### src/rtl/rel_cond_unit_if.sv
// Handshake bundle between the comparator bank, rel_cond_unit and the control path.
// master drives flags/cond/out_ready; slave is the condition unit.
interface rel_cond_unit_if #(
   parameter int unsigned CNT_W = 8
);
   logic             in_valid;
   logic             in_ready;
   logic             AeqB;
   logic             AmaB;
   logic             AmeB;
   logic [2:0]       cond;
   logic             out_valid;
   logic             out_ready;
   logic             take;
   logic [2:0]       out_cond;
   logic             flag_err;
   logic [CNT_W-1:0] taken_cnt;

   modport master (
      output in_valid, AeqB, AmaB, AmeB, cond, out_ready,
      input  in_ready, out_valid, take, out_cond, flag_err, taken_cnt
   );

   modport slave (
      input  in_valid, AeqB, AmaB, AmeB, cond, out_ready,
      output in_ready, out_valid, take, out_cond, flag_err, taken_cnt
   );
endinterface

### src/rtl/rel_cond_unit.sv
// Evaluates a branch condition from comparator flags on entry and queues the decision in a small FIFO.
// Optional flag-triple legality checking is enabled with `define REL_FLAG_CHECK_EN.
module rel_cond_unit #(
   parameter int unsigned DEPTH = 4,
   parameter int unsigned CNT_W = 8
) (
   input logic          clk,
   input logic          rst,
   rel_cond_unit_if.slave bus
);
   localparam int unsigned PTR_W = (DEPTH > 1) ? $clog2(DEPTH) : 1;
   localparam int unsigned OCC_W = $clog2(DEPTH + 1);

   localparam logic [2:0] COND_EQ     = 3'd0;
   localparam logic [2:0] COND_NE     = 3'd1;
   localparam logic [2:0] COND_GT     = 3'd2;
   localparam logic [2:0] COND_LT     = 3'd3;
   localparam logic [2:0] COND_GE     = 3'd4;
   localparam logic [2:0] COND_LE     = 3'd5;
   localparam logic [2:0] COND_ALWAYS = 3'd6;

   typedef struct packed {
      logic       take;
      logic [2:0] cond;
      logic       err;
   } entry_t;

   entry_t           mem [DEPTH];
   entry_t           newEntry;
   entry_t           headNext;
   entry_t           headQ;
   logic [PTR_W-1:0] wrPtr;
   logic [PTR_W-1:0] rdPtr;
   logic [PTR_W-1:0] rdNext;
   logic [OCC_W-1:0] occCnt;
   logic [OCC_W-1:0] occNext;
   logic [CNT_W-1:0] takenCnt;
   logic             inReadyQ;
   logic             outValidQ;
   logic             push;
   logic             pop;

   // Condition evaluation at the FIFO input
   always_comb begin
      newEntry      = '0;
      newEntry.cond = bus.cond;
      case (bus.cond)
         COND_EQ:     newEntry.take = bus.AeqB;
         COND_NE:     newEntry.take = !bus.AeqB;
         COND_GT:     newEntry.take = bus.AmaB;
         COND_LT:     newEntry.take = bus.AmeB;
         COND_GE:     newEntry.take = bus.AmaB | bus.AeqB;
         COND_LE:     newEntry.take = bus.AmeB | bus.AeqB;
         COND_ALWAYS: newEntry.take = 1'b1;
         default:     newEntry.take = 1'b0;
      endcase
`ifdef REL_FLAG_CHECK_EN
      newEntry.err = (2'(bus.AeqB) + 2'(bus.AmaB) + 2'(bus.AmeB)) != 2'd1;
      if (newEntry.err && (bus.cond != COND_ALWAYS)) begin
         newEntry.take = 1'b0;
      end
`endif
   end

   // Next pointer/occupancy and the entry that becomes head next cycle
   always_comb begin
      push     = bus.in_valid && inReadyQ;
      pop      = outValidQ && bus.out_ready;
      rdNext   = pop ? rdPtr + PTR_W'(1) : rdPtr;
      occNext  = occCnt + OCC_W'(push) - OCC_W'(pop);
      // Queue drains to zero this cycle, so a non-empty result means the new push is head
      headNext = (occCnt == OCC_W'(pop)) ? newEntry : mem[rdNext];
   end

   always_ff @(posedge clk) begin
      if (push) begin
         mem[wrPtr] <= newEntry;
      end
   end

   always_ff @(posedge clk or posedge rst) begin
      if (rst) begin
         wrPtr     <= '0;
         rdPtr     <= '0;
         occCnt    <= '0;
         headQ     <= '0;
         takenCnt  <= '0;
         inReadyQ  <= 1'b1;
         outValidQ <= 1'b0;
      end else begin
         if (push) begin
            wrPtr <= wrPtr + PTR_W'(1);
         end
         rdPtr     <= rdNext;
         occCnt    <= occNext;
         inReadyQ  <= occNext != OCC_W'(DEPTH);
         outValidQ <= occNext != '0;
         // Head outputs hold their last popped value while empty
         if (occNext != '0) begin
            headQ <= headNext;
         end
         if (pop && headQ.take && (takenCnt != '1)) begin
            takenCnt <= takenCnt + CNT_W'(1);
         end
      end
   end

   assign bus.in_ready  = inReadyQ;
   assign bus.out_valid = outValidQ;
   assign bus.take      = headQ.take;
   assign bus.out_cond  = headQ.cond;
   assign bus.flag_err  = headQ.err;
   assign bus.taken_cnt = takenCnt;
endmodule
### src/flat_wrapper.sv
// flat-port wrapper written by rule: the top's interface ports become plain ports
module rel_cond_unit_flat 
#(
   parameter int unsigned DEPTH = 4,
   parameter int unsigned CNT_W = 8
)
  (clk, rst, bus_in_valid, bus_AeqB, bus_AmaB, bus_AmeB, bus_cond, bus_out_ready, bus_in_ready, bus_out_valid, bus_take, bus_out_cond, bus_flag_err, bus_taken_cnt);
  rel_cond_unit_if #(.CNT_W(CNT_W)) bus_i ();
  input logic clk;
  input logic rst;
  input wire logic [$bits(bus_i.in_valid)-1:0] bus_in_valid;
  input wire logic [$bits(bus_i.AeqB)-1:0] bus_AeqB;
  input wire logic [$bits(bus_i.AmaB)-1:0] bus_AmaB;
  input wire logic [$bits(bus_i.AmeB)-1:0] bus_AmeB;
  input wire logic [$bits(bus_i.cond)-1:0] bus_cond;
  input wire logic [$bits(bus_i.out_ready)-1:0] bus_out_ready;
  output wire logic [$bits(bus_i.in_ready)-1:0] bus_in_ready;
  output wire logic [$bits(bus_i.out_valid)-1:0] bus_out_valid;
  output wire logic [$bits(bus_i.take)-1:0] bus_take;
  output wire logic [$bits(bus_i.out_cond)-1:0] bus_out_cond;
  output wire logic [$bits(bus_i.flag_err)-1:0] bus_flag_err;
  output wire logic [$bits(bus_i.taken_cnt)-1:0] bus_taken_cnt;
  assign bus_i.in_valid = bus_in_valid;
  assign bus_i.AeqB = bus_AeqB;
  assign bus_i.AmaB = bus_AmaB;
  assign bus_i.AmeB = bus_AmeB;
  assign bus_i.cond = bus_cond;
  assign bus_i.out_ready = bus_out_ready;
  assign bus_in_ready = bus_i.in_ready;
  assign bus_out_valid = bus_i.out_valid;
  assign bus_take = bus_i.take;
  assign bus_out_cond = bus_i.out_cond;
  assign bus_flag_err = bus_i.flag_err;
  assign bus_taken_cnt = bus_i.taken_cnt;
  rel_cond_unit #(.DEPTH(DEPTH), .CNT_W(CNT_W)) u_core (.clk(clk), .rst(rst), .bus(bus_i));
endmodule
### config.mk
export PLATFORM = sky130hd
export DESIGN_NAME = rel_cond_unit_flat
export DESIGN_NICKNAME = d
export VERILOG_FILES = /design/src/rtl/rel_cond_unit_if.sv /design/src/rtl/rel_cond_unit.sv /design/src/flat_wrapper.sv
export SDC_FILE = /design/constraint.sdc
export NUM_CORES = 1
export LEC_CHECK = 0
export ABC_AREA = 1
export ABC_CLOCK_PERIOD_IN_PS = 5000
export BUFFER_PORTS_ARGS = -buffer_cell sky130_fd_sc_hd__buf_2
export CORE_MARGIN = 2
export CORE_UTILIZATION = 40
export DETAILED_ROUTE_END_ITERATION = 8
export HOLD_SLACK_MARGIN = 0.1
export MAX_ROUTING_LAYER = met4
export PLACE_DENSITY_LB_ADDON = 0.3
export SLEW_MARGIN = 10
export SYNTH_ARGS = -nofsm -noshare
export SYNTH_HDL_FRONTEND = slang
export SYNTH_SLANG_ARGS = --single-unit
### constraint.sdc
create_clock -name clk -period 5 [get_ports clk]
set_clock_uncertainty 0.2 [all_clocks]
set_input_delay 1 -clock clk [delete_from_list [all_inputs] [get_ports clk]]
set_output_delay 1 -clock clk [all_outputs]
set_load 0.01 [all_outputs]
==> results.md <==
- Gpl congestion: 0.8023
- DPL Wire Length: 2647 um
- LEAKAGE: 1.060 nW
- Power Internal: 0.7860 mW
- Layout Nets: 249
- First drt pass iteration count: 4
- Switch share: 40.39%
- Layout cells sized above 1: 21.98%
- Register bit count reported by yosys: 37
- Area of the multi-input gates: 726.9 um^2
- Sequential area share after synthesis: 53.03%
- Cell Chain, Critical Path: buf_2, nand2_1, inv_1, ha_1, inv_1, ha_1, fa_1, nor2_1, nand3_4, nand2_1, inv_1, a21oi_1
- Post-CTS Setup Bufs: 0
- Wire per inst: 11.71 um
- DR vias/cell: 4.738
- Post-Syn Area: 1899 um^2
- Final ANT Viol Nets: 0
- Synth unique cells: 28
- Clock slew at reported path FFs: 0.08 ns
- Final Critical Period: 2.939 ns
- PnR Total Power: 1.319 mW
- Critical path peak fanout: 8
- Final setup fails: 0
- Slew Viols, Final: 0
- WL final: 3348 um
- CP arrival: 2.96 ns
- Hold buffers post-CTS: 0
- CTS max path bufs: 2
- Peak supply drop: 0.2197 mV
- Setup crit end kind: register
- PortBufs: 23
- Via count: 1355
- Vias in the first global route: 1304
- Syn Area/Cell: 9.356 um^2
- Buf/Inv on CP: 4
- Syn_nets: 221
- Slew headroom: 48.70%
- # diodes: 0
- Core area: 4661 um^2
- Worst Max-Slew Pin Slew: 0.7686 ns
- Area Overhead vs Synth: 14.43%
- Sw power: 0.5326 mW
- Setup TNS: 0 ns
- Crit Path Category: input pin to register
- CP max stage cell: fa_1
- Horiz. Die Dim: 72.91 um
- PD cells: 606.7 nW/um^2
- Clk Latency, worst-skew pair: 0.29 ns
- CP top delay family: adder cells
- Total CTS buffers: 5
- Ports: 25
- # DRC: 0
- Clock power frac: 19.3%
- Sequential power share: 38.3%
- Worst R2R Start: u_core.bus.out_valid
- Comb pwr share: 42.4%
- Gr ovfl total: 0
- CTS tree: built
- Detailed Route Iter0 Violations: 38
- Max_cap viols: 0
- Max Fclk: 340.2 MHz
- RSZ-0062 raised after global routing: no
- Ys Warns: 0
- Die area: 5315 um^2
- GR Util All Layers: 15.06%
- Final Util: 46.63%
- Hold Path Class: register to register
- Fin crit share: 58.79%
- Initial core utilization: 40.75%
- Cells after Synth: 203
- Worst Hold Launch: u_core.bus.out_cond[2]
- Largest net degree at the start of global routing: 22
- Die Y: 72.91 um
- H-tree depth: 2
- Root buffer cell: clkbuf_8
- CP most frequent cell: inv_1
- Post-CTS sizing: 0
- Register area: 1007 um^2
- CP startpoint: bus_out_ready
- Initial antenna violation count: 0
- First-pass GRT wire length: 5844 um
- Worst path max stage delay: 0.48 ns
- Number of fill cells: 454
- CTS Sinks: 37
- CP Data Required Time: 5.02 ns
- Hold Vio Cnt, Final: 0
- Status: finished, final reports clean
- Row count: 25
- Setup crit start kind: input pin
## tightest hold or removal path, stage by stage (launching register included)
cell and delay [ns]:
dfrtp_1 0.35, nor2_1 0.05, a21oi_1 0.10
## synth_stat cells (all sizes together)
library cell,n,area (um^2)
xor2,6,52.55
a21oi,3,15.01
ha,7,87.58
edfxtp,16,480.5
fa,1,20.02
xnor2,1,8.760
nor2,11,41.29
nand3,25,142.6
nand2,52,210.2
nand4,4,31.28
nand3b,3,30.03
conb,1,3.750
inv,38,142.6
dfrtp,20,500.5
nor3,3,25.02
dfstp,1,26.28
clkinv,1,3.750
buf,2,18.77
o21ai,8,58.80
## cell usage in the layout, fill, tap and decap left out, types with 2 or more instances in the layout
master and n:
a21oi_1 3, buf_2 23, clkbuf_8 5, clkinv_1 2, dfrtp_1 20, edfxtp_1 16, ha_1 7, inv_1 36
inv_2 2, nand2_1 46, nand2_2 6, nand3_1 23, nand3b_2 2, nand4_1 3, nor2_1 11, nor3_2 2
o21ai_0 3, o21ai_2 5, xor2_1 6
## power groups by stage
stage	combinational, mW	sequential, mW	clock [mW]
after detailed placement	0.568	0.513	0
after global placement	0.556	0.512	0
after floorplan	0.411	0.520	0
after global routing	0.654	0.520	0.274
after CTS	0.569	0.507	0.259
final	0.559	0.505	0.255
## layout make-up
cell class                      count  share of cell area, %
Timing Repair Buffer               23                  5.296
Tap cell                           54                  3.109
Clock buffer                        5                  3.166
Clock inverter                      3                  1.900
Multi-Input combinational cell    125                  33.45
Inverter                           39                  6.736
Sequential cell                    37                  46.34
## path summary, 6_finish.rpt
| path | slack (ns) | depth (start not counted) | end |
|---|---|---|---|
| worst max-delay path | 2.06 | 12 | u_core.bus.out_cond[1] |
| worst min-delay path | 0.35 | 2 | u_core.bus.out_cond[2] |
| worst max register to register | 2.46 | 11 | u_core.bus.out_cond[1] |
| worst min register to register | 0.35 | 2 | u_core.bus.out_cond[2] |
| max in group asynchronous | 3.48 | 2 | u_core.rdPtr[0] |
| min in group asynchronous | 0.63 | 2 | u_core.bus.taken_cnt[2] |
## through the flow
| stage | area [um^2] | hold slack (ns) | worst slack [ns] | instances |
|---|---|---|---|---|
| floorplan | 1899 | 0.3160 | 2.047 | 203 |
| global placement | 2063 | 0.3363 | 1.814 | 278 |
| detailed placement | 2063 | 0.3280 | 1.723 | 278 |
| CTS | 2173 | 0.3477 | 2.060 | 286 |
| global route | 2173 | 0.3892 | 1.848 | 286 |
| finish | 2173 | 0.3501 | 2.061 | 286 |
## state kept, by name, indices dropped and copies added, names as in the netlist
signal                count
u_core.bus.out_valid      1
u_core.occCnt             3
u_core.rdPtr              2
u_core.bus.take           1
u_core.wrPtr              2
u_core.mem               16
u_core.bus.in_ready       1
u_core.bus.taken_cnt      8
u_core.bus.out_cond       3
## logic make-up (layout without fill, tap and decap cells)
logic type	count (synthesis)	after routing	share of synthesized area (%)
AOI/OAI and AO/OA	11	11	3.886
xor gates and xnor gates	7	7	3.228
adders and majority gates	8	8	5.665
buffers and inverters	41	70	8.696
DFF	37	37	53.03
other	1	1	0.1974
and+or+nand+nor	98	98	25.30
## per-layer routing
| metal | vias up | global-route usage, % | routed length, um |
|---|---|---|---|
| met5 | - | - | 0 |
| met4 | 0 | 6.173 | 63 |
| met3 | 6 | 4.558 | 146 |
| met2 | 32 | 23.43 | 1629 |
| met1 | 622 | 18.29 | 1509 |
| li1 | 695 | - | - |
No activity file was read; power rests on OpenSTA's default activity.
